File: config.mk
export PLATFORM = sky130hd
export DESIGN_NAME = accumulator_binary_saturating_multichannel_flat
export DESIGN_NICKNAME = d
export VERILOG_FILES = /design/src/rtl/accumulator_binary_saturating_multichannel_if.sv /design/src/rtl/accumulator_binary_saturating_multichannel.sv /design/src/flat_wrapper.sv
export SDC_FILE = /design/constraint.sdc
export NUM_CORES = 1
export LEC_CHECK = 0
export ABC_AREA = 1
export BUFFER_PORTS_ARGS = -buffer_cell sky130_fd_sc_hd__buf_2
export CAP_MARGIN = 20
export CELL_PAD_IN_SITES_DETAIL_PLACEMENT = 2
export CELL_PAD_IN_SITES_GLOBAL_PLACEMENT = 2
export CORE_MARGIN = 3
export CORE_UTILIZATION = 35
export DETAILED_ROUTE_END_ITERATION = 8
export PLACE_DENSITY = 0.95
export SYNTH_ARGS = -nofsm -noshare
export SYNTH_HDL_FRONTEND = slang
export SYNTH_SLANG_ARGS = --single-unit
File: constraint.sdc
create_clock -name clock -period 8.47 [get_ports clock]
set_input_delay 1.694 -clock clock [delete_from_list [all_inputs] [get_ports clock]]
set_output_delay 1.694 -clock clock [all_outputs]
set_load 0.02 [all_outputs]
File: src/rtl/accumulator_binary_saturating_multichannel_if.sv
// Command/result bundle for the multi-channel saturating accumulator.
// The slave modport is the accumulator; master is whoever issues commands
// and consumes results.
interface accumulator_binary_saturating_multichannel_if #(
   parameter int WORD_WIDTH         = 16,
   parameter int CHANNEL_COUNT      = 4,
   parameter int CHANNEL_ADDR_WIDTH = 2
) ();
   logic signed [WORD_WIDTH-1:0]  limit_max;
   logic signed [WORD_WIDTH-1:0]  limit_min;
   logic                          input_valid;
   logic                          input_ready;
   logic [CHANNEL_ADDR_WIDTH-1:0] input_channel;
   logic                          input_load;
   logic                          input_add_sub;
   logic signed [WORD_WIDTH-1:0]  input_value;
   logic                          output_valid;
   logic                          output_ready;
   logic [CHANNEL_ADDR_WIDTH-1:0] output_channel;
   logic signed [WORD_WIDTH-1:0]  output_value;
   logic                          output_at_limit_max;
   logic                          output_over_limit_max;
   logic                          output_at_limit_min;
   logic                          output_under_limit_min;
   logic                          output_channel_error;
   logic [CHANNEL_COUNT-1:0]      saturated_sticky;

   modport slave (
      input  limit_max, limit_min,
      input  input_valid, input_channel, input_load, input_add_sub, input_value,
      output input_ready,
      output output_valid, output_channel, output_value,
      output output_at_limit_max, output_over_limit_max,
      output output_at_limit_min, output_under_limit_min,
      output output_channel_error, saturated_sticky,
      input  output_ready
   );

   modport master (
      output limit_max, limit_min,
      output input_valid, input_channel, input_load, input_add_sub, input_value,
      input  input_ready,
      input  output_valid, output_channel, output_value,
      input  output_at_limit_max, output_over_limit_max,
      input  output_at_limit_min, output_under_limit_min,
      input  output_channel_error, saturated_sticky,
      output output_ready
   );
endinterface

File: src/rtl/accumulator_binary_saturating_multichannel.sv
// Multi-channel signed saturating accumulator. One accumulator flop per
// channel; each accepted command loads or adds/subtracts into its channel,
// the result is clipped to the limits sampled with the command and handed
// to a single registered output stage (latency 1, full throughput).
module accumulator_binary_saturating_multichannel #(
   parameter int WORD_WIDTH         = 16,
   parameter int CHANNEL_COUNT      = 4,
   parameter int CHANNEL_ADDR_WIDTH = 2
) (
   input logic clock,
   input logic reset_n,
   accumulator_binary_saturating_multichannel_if.slave bus
);

   logic signed [WORD_WIDTH-1:0] acc_word [CHANNEL_COUNT];
   logic [CHANNEL_COUNT-1:0]     sticky_bits;

   logic                         accept;
   logic                         channel_ok;
   logic signed [WORD_WIDTH-1:0] acc_sel;
   logic signed [WORD_WIDTH:0]   acc_ext;
   logic signed [WORD_WIDTH:0]   value_ext;
   logic signed [WORD_WIDTH:0]   max_ext;
   logic signed [WORD_WIDTH:0]   min_ext;
   logic signed [WORD_WIDTH:0]   result_ext;
   logic                         over_max;
   logic                         under_min;
   logic                         clipped;
   logic signed [WORD_WIDTH-1:0] clipped_value;

   logic                          out_valid_reg;
   logic [CHANNEL_ADDR_WIDTH-1:0] out_channel_reg;
   logic signed [WORD_WIDTH-1:0]  out_value_reg;
   logic                          out_at_max_reg;
   logic                          out_over_max_reg;
   logic                          out_at_min_reg;
   logic                          out_under_min_reg;
   logic                          out_error_reg;

   // Single output register with no skid: a new command fits whenever the
   // current result is leaving or absent. Held low while in reset.
   assign bus.input_ready = reset_n & (bus.output_ready | ~out_valid_reg);
   assign accept          = bus.input_valid & bus.input_ready;
   assign channel_ok      = (int'(bus.input_channel) < CHANNEL_COUNT);

   // Select the addressed accumulator; out-of-range channels read as zero.
   always_comb begin
      acc_sel = '0;
      for (int i = 0; i < CHANNEL_COUNT; i++) begin
         if (int'(bus.input_channel) == i) begin
            acc_sel = acc_word[i];
         end
      end
   end

   // One extra bit of headroom means add/sub can never wrap, so the limit
   // comparisons always see the true mathematical result.
   always_comb begin
      acc_ext   = {acc_sel[WORD_WIDTH-1], acc_sel};
      value_ext = {bus.input_value[WORD_WIDTH-1], bus.input_value};
      max_ext   = {bus.limit_max[WORD_WIDTH-1], bus.limit_max};
      min_ext   = {bus.limit_min[WORD_WIDTH-1], bus.limit_min};
      if (bus.input_load) begin
         result_ext = value_ext;
      end else if (bus.input_add_sub) begin
         result_ext = acc_ext - value_ext;
      end else begin
         result_ext = acc_ext + value_ext;
      end
      over_max  = (result_ext > max_ext);
      under_min = (result_ext < min_ext);
      clipped   = over_max | under_min;
      if (over_max) begin
         clipped_value = bus.limit_max;
      end else if (under_min) begin
         clipped_value = bus.limit_min;
      end else begin
         clipped_value = result_ext[WORD_WIDTH-1:0];
      end
   end

   // Per-channel accumulator and sticky saturation flag.
   for (genvar gi = 0; gi < CHANNEL_COUNT; gi++) begin : g_channel
      localparam logic [CHANNEL_ADDR_WIDTH-1:0] CHANNEL_INDEX = CHANNEL_ADDR_WIDTH'(gi);

      logic                         hit;
      logic signed [WORD_WIDTH-1:0] acc_reg;
      logic                         sticky_reg;

      assign hit = accept & channel_ok & (bus.input_channel == CHANNEL_INDEX);

      // Write back the clipped value; a clean load clears the sticky flag.
      always_ff @(posedge clock or negedge reset_n) begin
         if (!reset_n) begin
            acc_reg    <= '0;
            sticky_reg <= 1'b0;
         end else if (hit) begin
            acc_reg <= clipped_value;
            if (clipped) begin
               sticky_reg <= 1'b1;
            end else if (bus.input_load) begin
               sticky_reg <= 1'b0;
            end
         end
      end

      assign acc_word[gi]    = acc_reg;
      assign sticky_bits[gi] = sticky_reg;
   end

   // Output stage: reload on accept, drop valid when consumed, hold otherwise.
   always_ff @(posedge clock or negedge reset_n) begin
      if (!reset_n) begin
         out_valid_reg     <= 1'b0;
         out_channel_reg   <= '0;
         out_value_reg     <= '0;
         out_at_max_reg    <= 1'b0;
         out_over_max_reg  <= 1'b0;
         out_at_min_reg    <= 1'b0;
         out_under_min_reg <= 1'b0;
         out_error_reg     <= 1'b0;
      end else if (accept) begin
         out_valid_reg     <= 1'b1;
         out_channel_reg   <= bus.input_channel;
         out_value_reg     <= channel_ok ? clipped_value : '0;
         out_at_max_reg    <= channel_ok & (result_ext == max_ext);
         out_over_max_reg  <= channel_ok & over_max;
         out_at_min_reg    <= channel_ok & (result_ext == min_ext);
         out_under_min_reg <= channel_ok & under_min;
         out_error_reg     <= ~channel_ok;
      end else if (bus.output_ready) begin
         out_valid_reg <= 1'b0;
      end
   end

   assign bus.output_valid           = out_valid_reg;
   assign bus.output_channel         = out_channel_reg;
   assign bus.output_value           = out_value_reg;
   assign bus.output_at_limit_max    = out_at_max_reg;
   assign bus.output_over_limit_max  = out_over_max_reg;
   assign bus.output_at_limit_min    = out_at_min_reg;
   assign bus.output_under_limit_min = out_under_min_reg;
   assign bus.output_channel_error   = out_error_reg;
   assign bus.saturated_sticky       = sticky_bits;

endmodule
File: src/flat_wrapper.sv
// flat-port wrapper written by rule: the top's interface ports become plain ports
module accumulator_binary_saturating_multichannel_flat 
#(
   parameter int WORD_WIDTH         = 16,
   parameter int CHANNEL_COUNT      = 4,
   parameter int CHANNEL_ADDR_WIDTH = 2
)
  (clock, reset_n, bus_limit_max, bus_limit_min, bus_input_valid, bus_input_channel, bus_input_load, bus_input_add_sub, bus_input_value, bus_input_ready, bus_output_valid, bus_output_channel, bus_output_value, bus_output_at_limit_max, bus_output_over_limit_max, bus_output_at_limit_min, bus_output_under_limit_min, bus_output_channel_error, bus_saturated_sticky, bus_output_ready);
  accumulator_binary_saturating_multichannel_if #(.WORD_WIDTH(WORD_WIDTH), .CHANNEL_COUNT(CHANNEL_COUNT), .CHANNEL_ADDR_WIDTH(CHANNEL_ADDR_WIDTH)) bus_i ();
  input logic clock;
  input logic reset_n;
  input wire logic [$bits(bus_i.limit_max)-1:0] bus_limit_max;
  input wire logic [$bits(bus_i.limit_min)-1:0] bus_limit_min;
  input wire logic [$bits(bus_i.input_valid)-1:0] bus_input_valid;
  input wire logic [$bits(bus_i.input_channel)-1:0] bus_input_channel;
  input wire logic [$bits(bus_i.input_load)-1:0] bus_input_load;
  input wire logic [$bits(bus_i.input_add_sub)-1:0] bus_input_add_sub;
  input wire logic [$bits(bus_i.input_value)-1:0] bus_input_value;
  output wire logic [$bits(bus_i.input_ready)-1:0] bus_input_ready;
  output wire logic [$bits(bus_i.output_valid)-1:0] bus_output_valid;
  output wire logic [$bits(bus_i.output_channel)-1:0] bus_output_channel;
  output wire logic [$bits(bus_i.output_value)-1:0] bus_output_value;
  output wire logic [$bits(bus_i.output_at_limit_max)-1:0] bus_output_at_limit_max;
  output wire logic [$bits(bus_i.output_over_limit_max)-1:0] bus_output_over_limit_max;
  output wire logic [$bits(bus_i.output_at_limit_min)-1:0] bus_output_at_limit_min;
  output wire logic [$bits(bus_i.output_under_limit_min)-1:0] bus_output_under_limit_min;
  output wire logic [$bits(bus_i.output_channel_error)-1:0] bus_output_channel_error;
  output wire logic [$bits(bus_i.saturated_sticky)-1:0] bus_saturated_sticky;
  input wire logic [$bits(bus_i.output_ready)-1:0] bus_output_ready;
  assign bus_i.limit_max = bus_limit_max;
  assign bus_i.limit_min = bus_limit_min;
  assign bus_i.input_valid = bus_input_valid;
  assign bus_i.input_channel = bus_input_channel;
  assign bus_i.input_load = bus_input_load;
  assign bus_i.input_add_sub = bus_input_add_sub;
  assign bus_i.input_value = bus_input_value;
  assign bus_input_ready = bus_i.input_ready;
  assign bus_output_valid = bus_i.output_valid;
  assign bus_output_channel = bus_i.output_channel;
  assign bus_output_value = bus_i.output_value;
  assign bus_output_at_limit_max = bus_i.output_at_limit_max;
  assign bus_output_over_limit_max = bus_i.output_over_limit_max;
  assign bus_output_at_limit_min = bus_i.output_at_limit_min;
  assign bus_output_under_limit_min = bus_i.output_under_limit_min;
  assign bus_output_channel_error = bus_i.output_channel_error;
  assign bus_saturated_sticky = bus_i.saturated_sticky;
  assign bus_i.output_ready = bus_output_ready;
  accumulator_binary_saturating_multichannel #(.WORD_WIDTH(WORD_WIDTH), .CHANNEL_COUNT(CHANNEL_COUNT), .CHANNEL_ADDR_WIDTH(CHANNEL_ADDR_WIDTH)) u_core (.clock(clock), .reset_n(reset_n), .bus(bus_i));
endmodule
==> flow_metrics.env <==
export IMPL_status="completed"
export IMPL_cts_setup_buffers=0
export IMPL_hold_violations=0
export IMPL_fp_dieW_um=147
export IMPL_yosys_most_used_dff="dfrtp_1"
export IMPL_htree_levels=3
export IMPL_cp_slowest_cell="inv_1"
export IMPL_largest_register_ffs=64
export IMPL_ctsHoldBuffers=0
export IMPL_worstPathArrival_ns=7.42
export IMPL_drive_gt1_share_pct=11.6
export IMPL_yosys_warnings=0
export IMPL_wl_per_cell_um=24.4
export IMPL_place_ws_ns=1.26
export IMPL_tns_ns=0
export IMPL_ys_types=41
export IMPL_num_fill_cells=2376
export IMPL_first_pass_iters=5
export IMPL_clock_fmax_mhz=140
export IMPL_synth_edff_count=0
export IMPL_cts_sinks=91
export IMPL_numCtsBuffers=9
export IMPL_drtIter0Drc=497
export IMPL_cp_slowest_stage_delay_ns=0.58
export IMPL_worst_slack_ns=1.33
export IMPL_netlist_top_cell_by_area="dfrtp_1"
export IMPL_start_util_pct=36.3
export IMPL_powerDensity_mw_per_mm2=332
export IMPL_die_y_um=147
export IMPL_crit_fanout=18
export IMPL_setup_violations_final=0
export IMPL_cts_buffer_depth=2
export IMPL_finClkSkew_ns=0.0144
export IMPL_core_mm2=0.0191
export IMPL_worst_pin_slew_ns=1.14
export IMPL_grt_pass1_wl_mm=51.8
export IMPL_ys_seq_area_share_pct=32.7
export IMPL_hold_path_class="reg -> reg"
export IMPL_dp_hpwl_mm=25.4
export IMPL_final_common_cell="nand2_1"
export IMPL_die_area_mm2=0.0216
export IMPL_antenna_diode_count=0
export IMPL_track_usage_pct=31.1
export IMPL_antenna_found_initial=4
export IMPL_nNetsFinal=1223
export IMPL_port_buffers=83
export IMPL_synth_nets=1158
export IMPL_final_cell_mix="nand2_1, inv_1, nand3_1"
export IMPL_cp_end_kind="flip-flop"
export IMPL_area_growth_syn_to_layout_pct=12.9
export IMPL_yosys_top_cells_area="dfrtp_1, nand2_1, ha_1, nand3_1, inv_1"
export IMPL_ir_worst_vdd_v=0.000134
export IMPL_fin_crit_ns=7.14
export IMPL_required_ns=8.75
export IMPL_viasPerCell=5.65
export IMPL_cap_violations=0
export IMPL_async_flop_share_pct=100
export IMPL_tritoncts="done"
export IMPL_ys_ff_latch=91
export IMPL_grt_ovfl_total=0
export IMPL_clock_latency_ns=0.36
export IMPL_grt_pass1_vias=8805
export IMPL_grt_max_degree=53
export IMPL_syn_cell_area_mm2=0.00696
export IMPL_root_buffer="clkbuf_16"
export IMPL_synthCells=1050
export IMPL_drtAntennaViolNets=0
export IMPL_syn_area_per_cell_um2=6.63
export IMPL_dr_total_vias=7795
export IMPL_power_leakage_nw=4.50
export IMPL_path_common_cell="nand2_1"
export IMPL_rsz0062_at_grt="no"
export IMPL_maxSlewHeadroom_pct=24.2
export IMPL_startpoint_type="input port"
export IMPL_ios=85
export IMPL_route_detailed_drc=0
export IMPL_slew_violations=0
export IMPL_worstSetupPathType="in -> reg"
export IMPL_rows=50
export IMPL_cts_clk_slew_worst_paths_ns=0.08
export IMPL_gp_congestion=0.878
export IMPL_cts_resized_gates=0
export IMPL_finalWirelength_mm=33.7
export IMPL_synth_top_area_share_pct=32.7
export IMPL_post_route_period_util_pct=84.3
-- logic make-up after synthesis --
kind of cell	share of synthesized area (%)
AO/OA/AOI/OAI	5.36
XOR/XNOR	2.01
adder cells (fa/ha/maj)	9.46
buffers and inverters	10.2
flip-flops	32.7
multiplexers	0.144
other	0.0539
AND/OR/NAND/NOR	40.1
-- final cells by class --
type | count | area, um^2 | share of cell area [%]
Clock buffer | 9 | 225 | 2.87
Clock inverter | 7 | 71.3 | 0.908
Inverter | 145 | 544 | 6.93
Tap cell | 260 | 325 | 4.14
Timing Repair Buffer | 86 | 440 | 5.61
Sequential cell | 91 | 2280 | 29.0
Multi-Input combinational cell | 782 | 3970 | 50.6
-- metrics by stage --
stage	utilization (%)	hold WS (ns)	std cells	power, mW	cell area [um^2]
detailed placement	39.5	0.472	1364	2.13	7560
finish	41.0	0.494	1380	2.61	7860
CTS	41.0	0.492	1380	2.59	7860
global placement	39.5	0.463	1364	1.98	7560
floorplan	-	0.444	1050	1.62	6960
global route	41.0	0.518	1380	2.79	7860
-- metal layers --
metal  GRT usage (%)  vias to the layer above  routed length (um)
met5               0                        -                  51
met4            13.9                        8                1550
met3            5.74                      117                1990
met2            55.8                      295               17100
met1            35.9                     3919               12900
li1                -                     3456                   -
-- final timing paths --
check	slack [ns]	endpoint	cells after the start	from
max	1.33	u_core.g_channel[0].acc_reg[1]	30	bus_input_channel[1]
max in group asynchronous	6.02	u_core.g_channel[1].acc_reg[0]	2	reset_n
min in group asynchronous	1.32	u_core.bus.output_valid	1	reset_n
min reg2reg	0.49	u_core.g_channel[0].acc_reg[3]	2	u_core.g_channel[0].acc_reg[3]
min	0.49	u_core.g_channel[0].acc_reg[3]	2	u_core.g_channel[0].acc_reg[3]
max reg2reg	2.91	u_core.g_channel[0].acc_reg[1]	26	u_core.g_channel[3].acc_reg[1]
-- power breakdown --
part	leakage [nW]	switching, mW	internal (mW)
Clock	0.139	0.218	0.208
Combinational	3.22	1.02	0.405
Sequential	1.14	0.138	0.619
Total	4.50	1.38	1.23
-- synth_stat cells, drive strengths merged, types with 2 or more instances --
cell,count
inv,143
dfrtp,91
a21oi,21
clkinv,2
o21ai,28
a31oi,2
o21a,2
ha,51
buf,14
xnor2,3
nand3,119
clkbuf,18
nand2,435
nor2,48
o22ai,4
nor3,5
xor2,13
nand4,36
o31ai,2
-- critical path, delay by kind of cell --
family                     cells  cell delay [ns]
AOI/OAI and AO/OA              4             0.56
adders and majority gates      3             1.00
buffers and inverters          6             1.11
and+or+nand+nor               17             3.02
Power figures use the tool's default switching activity.
